**src/rtl/bus_dma_arb.sv**
```systemverilog
// bus_dma_arb: shares the 65C02 core's external memory bus with NUM_REQ DMA
// requesters. The core is stalled through rdy while a requester owns the bus.
// A single HANDBACK cycle then re-presents the core's stalled read address, so
// the repeated read returns fresh data before the core runs again.
// Optional feature macro: ARB_SYNC_ONLY_EN. When it is defined, grants are taken
// only on opcode-fetch (cpu_sync) cycles, so RMW and stack sequences stay whole.
module bus_dma_arb #(
  parameter int NUM_REQ   = 2,
  parameter int MAX_BURST = 4,
  parameter int CPU_MIN   = 2
) (
  input  logic                    clk,
  input  logic                    reset_n,
  input  logic [15:0]             cpu_ab,
  input  logic [7:0]              cpu_do,
  input  logic                    cpu_we,
  input  logic                    cpu_sync,
  output logic                    rdy,
  output logic [15:0]             ab,
  output logic [7:0]              do_,
  output logic                    we,
  input  logic [NUM_REQ-1:0]      dma_req,
  input  logic [16*NUM_REQ-1:0]   dma_addr,
  input  logic [8*NUM_REQ-1:0]    dma_wdata,
  input  logic [NUM_REQ-1:0]      dma_we,
  output logic [NUM_REQ-1:0]      dma_ack,
  output logic [1:0]              owner,
  output logic                    busy
);

  typedef enum logic [1:0] {
    ST_CPU,
    ST_DMA,
    ST_HANDBACK
  } state_t;

  state_t      state_q, state_d;
  logic [1:0]  owner_d;
  logic [1:0]  rr_ptr_q, rr_ptr_d;
  logic [3:0]  burst_q, burst_d;
  logic [3:0]  holdoff_q, holdoff_d;

  // Requester signals widened to the full 4-entry index space of owner.
  logic [3:0]  req_pad;
  logic [3:0]  we_pad;
  logic [3:0]  ack_pad;
  logic [15:0] addr_arr  [4];
  logic [7:0]  wdata_arr [4];

  logic        grant_found;
  logic [1:0]  grant_idx;
  logic [1:0]  rr_cand;
  logic        grant_ok;

  assign req_pad = 4'(dma_req);
  assign we_pad  = 4'(dma_we);

  // Split the flat address/data buses into per-requester entries; unused slots read as zero.
  always_comb begin
    for (int i = 0; i < 4; i++) begin
      addr_arr[i]  = 16'h0000;
      wdata_arr[i] = 8'h00;
    end
    for (int i = 0; i < NUM_REQ; i++) begin
      addr_arr[i]  = dma_addr[16*i +: 16];
      wdata_arr[i] = dma_wdata[8*i +: 8];
    end
  end

  // Round-robin search from the pointer; scanning backwards lets the nearest requester win.
  always_comb begin
    grant_found = 1'b0;
    grant_idx   = 2'd0;
    rr_cand     = 2'd0;
    for (int k = NUM_REQ - 1; k >= 0; k--) begin
      rr_cand = 2'((int'(rr_ptr_q) + k) % NUM_REQ);
      if (req_pad[rr_cand]) begin
        grant_found = 1'b1;
        grant_idx   = rr_cand;
      end
    end
  end

  // A core write is never stalled; the sync-only build also waits for an opcode fetch.
`ifdef ARB_SYNC_ONLY_EN
  assign grant_ok = grant_found && !cpu_we && cpu_sync;
`else
  logic unused_sync;
  assign unused_sync = cpu_sync;
  assign grant_ok    = grant_found && !cpu_we;
`endif

  // Next-state logic plus bus mux, rdy and ack generation for the current state.
  always_comb begin
    state_d   = state_q;
    owner_d   = owner;
    rr_ptr_d  = rr_ptr_q;
    burst_d   = burst_q;
    holdoff_d = holdoff_q;
    ack_pad   = 4'b0000;
    rdy       = 1'b1;
    ab        = cpu_ab;
    do_       = cpu_do;
    we        = cpu_we;

    case (state_q)
      ST_CPU: begin
        if (holdoff_q != 4'd0) begin
          holdoff_d = holdoff_q - 4'd1;
        end else if (grant_ok) begin
          state_d  = ST_DMA;
          owner_d  = grant_idx;
          rr_ptr_d = 2'((int'(grant_idx) + 1) % NUM_REQ);
          burst_d  = 4'd0;
        end
      end

      ST_DMA: begin
        rdy = 1'b0;
        ab  = addr_arr[owner];
        do_ = wdata_arr[owner];
        // A write strobe only reaches the bus in a cycle that is actually acked.
        we  = we_pad[owner] & req_pad[owner];
        if (req_pad[owner]) begin
          ack_pad[owner] = 1'b1;
          burst_d        = burst_q + 4'd1;
          if (burst_q == 4'(MAX_BURST - 1)) begin
            state_d = ST_HANDBACK;
          end
        end else begin
          state_d = ST_HANDBACK;
        end
      end

      ST_HANDBACK: begin
        rdy       = 1'b0;
        we        = 1'b0;
        state_d   = ST_CPU;
        holdoff_d = 4'(CPU_MIN);
      end

      default: begin
        state_d = ST_CPU;
      end
    endcase
  end

  assign dma_ack = ack_pad[NUM_REQ-1:0];
  assign busy    = (state_q != ST_CPU);

  // State, owner, round-robin pointer and counters; reset abandons any burst without an ack.
  always_ff @(posedge clk or negedge reset_n) begin
    if (!reset_n) begin
      state_q   <= ST_CPU;
      owner     <= 2'd0;
      rr_ptr_q  <= 2'd0;
      burst_q   <= 4'd0;
      holdoff_q <= 4'd0;
    end else begin
      state_q   <= state_d;
      owner     <= owner_d;
      rr_ptr_q  <= rr_ptr_d;
      burst_q   <= burst_d;
      holdoff_q <= holdoff_d;
    end
  end

endmodule

```
**config.mk**
```make
export PLATFORM = sky130hd
export DESIGN_NAME = bus_dma_arb
export DESIGN_NICKNAME = d
export VERILOG_FILES = /design/src/rtl/bus_dma_arb.sv
export SDC_FILE = /design/constraint.sdc
export NUM_CORES = 1
export LEC_CHECK = 0
export CAP_MARGIN = 20
export CORE_MARGIN = 2
export CORE_UTILIZATION = 33
export CTS_BUF_LIST = sky130_fd_sc_hd__clkbuf_16
export CTS_CLUSTER_DIAMETER = 60
export DETAILED_ROUTE_END_ITERATION = 6
export PLACE_DENSITY_LB_ADDON = 0.15
export SLEW_MARGIN = 20
export SYNTH_ARGS = -nofsm -noshare
export SYNTH_HDL_FRONTEND = slang
export SYNTH_SLANG_ARGS = --single-unit
```
**constraint.sdc**
```tcl
create_clock -name clk -period 2.3 [get_ports clk]
set_clock_uncertainty 0.1 [all_clocks]
set_input_delay 0.46 -clock clk [delete_from_list [all_inputs] [get_ports clk]]
set_output_delay 0.46 -clock clk [all_outputs]
set_load 0.01 [all_outputs]
```
Yosys cells after proc, flatten, opt, wreduce, memory -nomap -nowiden
Index checks and enable logic that the tools add are counted.
{ "totals": {"inputBits": 80, "output_inout_bits": 31, "elab_cells": 76, "reg_bits": 13} }
{ "classes": {"n_bitwise": 4, "magnitude_cmp": 5, "n_addsub": 4, "n_mux": 37, "eq_ne": 8, "reduce_logical": 13} }
{ "op_table": {"columns": ["op", "n"], "rows": [
  ["two-way mux 16 bit", 3],
  ["binary-select mux 16 bit (select 2 bit)", 1],
  ["two-way mux 8 bit", 3],
  ["binary-select mux 8 bit (select 2 bit)", 1],
  ["two-way mux 2 bit", 8],
  ["two-way mux 4 bit", 4],
  ["one-hot mux 4 bit (2 select lines)", 2],
  ["two-way mux 1 bit", 9],
  ["!= test 2 bit, second input constant", 4],
  ["binary-select mux 1 bit (select 2 bit)", 3],
  ["less-than comparator 2 x 3 -> 1 bit, second input constant", 2],
  ["AND reduction 3 bit", 2],
  ["nonzero test 2 bit", 3],
  ["adder 4 x 1 -> 4 bit, second input constant", 1],
  ["equality test 4 x 2 -> 1 bit, second input constant", 1],
  ["one-hot mux 2 bit (2 select lines)", 1],
  ["AND reduction 4 bit", 1],
  ["nonzero test 4 bit", 1],
  ["subtractor 4 x 1 -> 4 bit, second input constant", 1],
  ["greater-or-equal comparator 3 bit, second input constant", 1],
  ["less-than comparator 1 x 3 -> 1 bit, second input constant", 1],
  ["!= test 3 bit, second input constant", 1],
  ["NOT 2 -> 3 bit", 1],
  ["adder 1 bit, second input constant", 2],
  ["other kinds (13)", 14]
]} }

Logic depth before layout (Yosys ltp)
{ "logic_depth": {"word_depth": 10, "ltp_mapped": 7, "mapped_depth_nobuf": 6} }

Worst setup path before layout
No wires, ideal clock.
{ "synth_path": {"path_type": "register to output", "start": "reg state_q[1]", "end": "out ab[0]", "n_path_buf": 2, "path_slack_ns": 0.314, "arrival_time_ns": 1.426, "stages_incl_launch_ff": 7, "required_time_ns": 1.740, "path_cell_list": "dfrtp_1 -> inv_1 -> ha_1 -> buf_2 -> clkbuf_1 -> nor2_1 -> a21oi_1"} }
{ "synth_between": {"elab_chain_cells": 2} }
{ "synth_lines": {"columns": ["element", "line", "rtl"], "rows": [
  ["start: declaration", "37", "state_t state_q, state_d;"],
  ["start signal: assignment", "160", "state_q <= state_d;"],
  ["equality test 2 x 1 -> 1 bit", "106", "case (state_q)"],
  ["two-way mux 16 bit", "106", null],
  ["end: declaration", "19", "output logic [15:0] ab,"]
]} }
Every way passes these cells.

Worst setup path in the final report
{ "layout_path": {"start": "reg state_q[0]", "end": "out rdy"} }
{ "layout_between": {"elab_chain_cells": 3, "elab_cells_between_ends": 4, "classes_between": "2 x eq/ne; 1 x mux; 1 x reduce/logical"} }
{ "layout_lines": {"columns": ["element", "line", "rtl"], "rows": [
  ["equality test 2 x 1 -> 1 bit / equality test 2 bit (equally long branches)", "106", null],
  ["OR reduction 2 bit (no source line) *", null, null],
  ["two-way mux 1 bit *", "106", null],
  ["end: declaration", "18", "output logic rdy,"]
]} }
Every way passes the cells marked *; elsewhere a longest branch is shown, timed or not.

==> metrics.yaml <==
die:
  dieArea_sq_um: 4530
  die_y_um: 67.3
  die_w_um: 67.3
  initial_core_util: 0.353
  rows: 22
  ioPinCount: 111
  coreArea_sq_um: 3740
synthesis:
  synthTopCellsByArea: "dfrtp_1 23%, mux2i_1 19%, a21oi_1 11%"
  yosys.cell_types.count: 36
  ys_seq_elements: 12
  synth.avg_cell_area_sq_um: 7.55
  ys_seq_area_frac: 0.227
  netlist_area_sq_um: 1320
  netlist_instances: 175
  ys_warn_count: 0
  synth_nets: 261
  yosysTopAreaCell: "dfrtp_1"
  synth_top_area_frac: 0.227
detailed_routing:
  drt-total-wl_um: 4740
  vias: 1704
  firstDrtPassIters: 5
  route.detailed.drc: 0
  wl_per_cell_um: 13.8
  viasPerCell: 4.95
  drtIter0Drc: 44
  final_antenna_net_count: 0
clock_network:
  clk_latency_ns: 0.24
  cts_buffers: 3
  cts_tree: "built"
  cts_hold_buf: 0
  cts_root_buffer: "clkbuf_16"
  path_clk_slew_ns: 0.04
  clock_sinks: 12
  clockBufferDepth: 2
  htree_levels: 1
finish:
  final_cell_area_sq_um: 2640
  area_growth_pct: 100
  fin_cells: 344
  nNetsFinal: 384
  antenna_cells: 0
  post-route-util: 0.706
  fillers: 328
  layout-drive-gt1-share: 0.105
global_routing:
  antenna_found_initial: 0
  grt_max_degree: 27
  grt_pass1_vias: 1579
  grt_pass1_wl_um: 6930
  grt.overflow.total: 0
  grt_usage: 0.197
setup_path:
  cp-start-kind: "flop"
  worstPathArrival_ns: 1.66
  cp.required_ns: 1.74
  worst-path-max-fanout: 3
  crit_path_end_kind: "output port"
  crit_type: "flop to output port"
outcome:
  status: "complete, no violations"
pwr:
  total_power_mw: 2.76
  p_leak_nw: 1.17
  peakVddDrop_v: 0.000962
  p_per_area_nw_per_um2: 1040
sta:
  setup_viol: 0
  relSlewSlack: 0.612
  tightest_slew_ns: 0.580
  fin_crit_ns: 2.22
  drv_slew: 0
  fin_crit_sh: 0.966
  rsz0062_at_grt: "no"
  hold_viol: 0
  setup-tns-final_ns: 0
  fmax_mhz: 450
place:
  placed_area_sq_um: 2560
  dp_hpwl_um: 3820
  gp_congestion: 0.834
  dp_cells: 337
  port_buffers: 108
hold_path:
  hp-class: "flop to flop"
flow_run:
  drv_cap: 0
routing by layer:
layer  vias up  global-route usage  wire (um)
li1        872                   -          -
met1       743               0.207       1710
met2        83               0.379       2490
met3         6              0.0600        491
met4         0              0.0434         42
met5         -                   0          0
where the power goes:
part	internal (mW)	total, mW	switching [mW]
Combinational	1.05	2.03	0.989
Sequential	0.307	0.403	0.0963
Clock	0.227	0.317	0.0907
state kept, by name (all words and copies together), names as in the netlist:
name / count
burst_q: 4
holdoff_q: 4
state_q: 2
owner: 1
rr_ptr_q: 1
Yosys cell counts:
library cell	number
and3_1	2
inv_1	8
a2bb2oi_1	2
nor3b_4	1
nand2b_1	1
ha_1	6
clkbuf_1	3
a21oi_1	30
or2_1	1
dfrtp_1	12
nand3_1	6
buf_1	2
or3_1	1
and4_1	1
nand2_1	8
buf_4	4
o211a_1	1
mux2_2	3
nor2_1	31
o21ai_0	3
a21o_1	1
o311ai_1	2
o31ai_1	1
o22ai_1	1
inv_2	1
a31oi_2	1
a31oi_1	1
o22a_1	1
o21ai_1	3
conb_1	1
nand4b_1	1
o211ai_1	1
buf_2	2
mux2i_1	25
or4b_1	1
nor3_1	6
cell usage in the layout (no fill, tap or decap), types with 2 or more instances in the layout:
cell type and count:
clkbuf_16 3, nand2_1 8, dlygate4sd2_1 27, dfrtp_1 12, mux2_2 3, clkdlybuf4s50_1 81
and3_1 2, o311ai_1 2, nand3_1 6, nor2_1 31, o21ai_0 3, o21ai_1 3
mux2i_1 25, a21oi_1 30, inv_1 8, buf_12 2, ha_1 5, buf_4 18
a2bb2oi_1 2, nor3_1 6
worst paths after layout:
kind	depth (start not counted)	to	from	slack, ns
worst max-delay path	4	rdy	state_q[0]	0.08
worst min-delay path	2	rr_ptr_q[0]	rr_ptr_q[0]	0.39
worst max register to register	8	burst_q[3]	state_q[1]	0.41
worst min register to register	2	rr_ptr_q[0]	rr_ptr_q[0]	0.39
max in group asynchronous	1	burst_q[0]	reset_n	1.22
min in group asynchronous	1	holdoff_q[0]	reset_n	0.49
cell type report:
type                       instances  area (sq um)  area share
inverter                           9          33.8      0.0128
multi-input combinational        143           941       0.356
sequential                        12           300       0.114
tap                               48          60.1      0.0227
timing repair buffer             129          1230       0.467
clock buffer                       3          75.1      0.0284
logic make-up after synthesis:
kind of cell / share of synthesized area
simple gates: 0.215
compound gates: 0.213
mux: 0.215
buf+inv: 0.0701
flops: 0.227
fa+ha+maj: 0.0568
other cells: 0.00284
timing repair:
item	4_1_cts	5_1_grt
setup buffers	4	0
setup endpoints to repair	27	0
resized for setup	29	0
stage by stage:
step / worst slack (ns) / hold slack, ns
floorplan: 0.314 / 0.0644
global placement: -0.214 / 0.382
detailed placement: -0.188 / 0.388
CTS: 0.0729 / 0.397
global route: 0.00522 / 0.411
finish: 0.0777 / 0.394
critical path, cell delays in order (launching register included):
cell	delay, ns
dfrtp_1	0.40
inv_1	0.09
ha_1	0.34
inv_1	0.07
clkdlybuf4s50_1	0.52
Note: power is estimated with default switching activity, not from simulation.
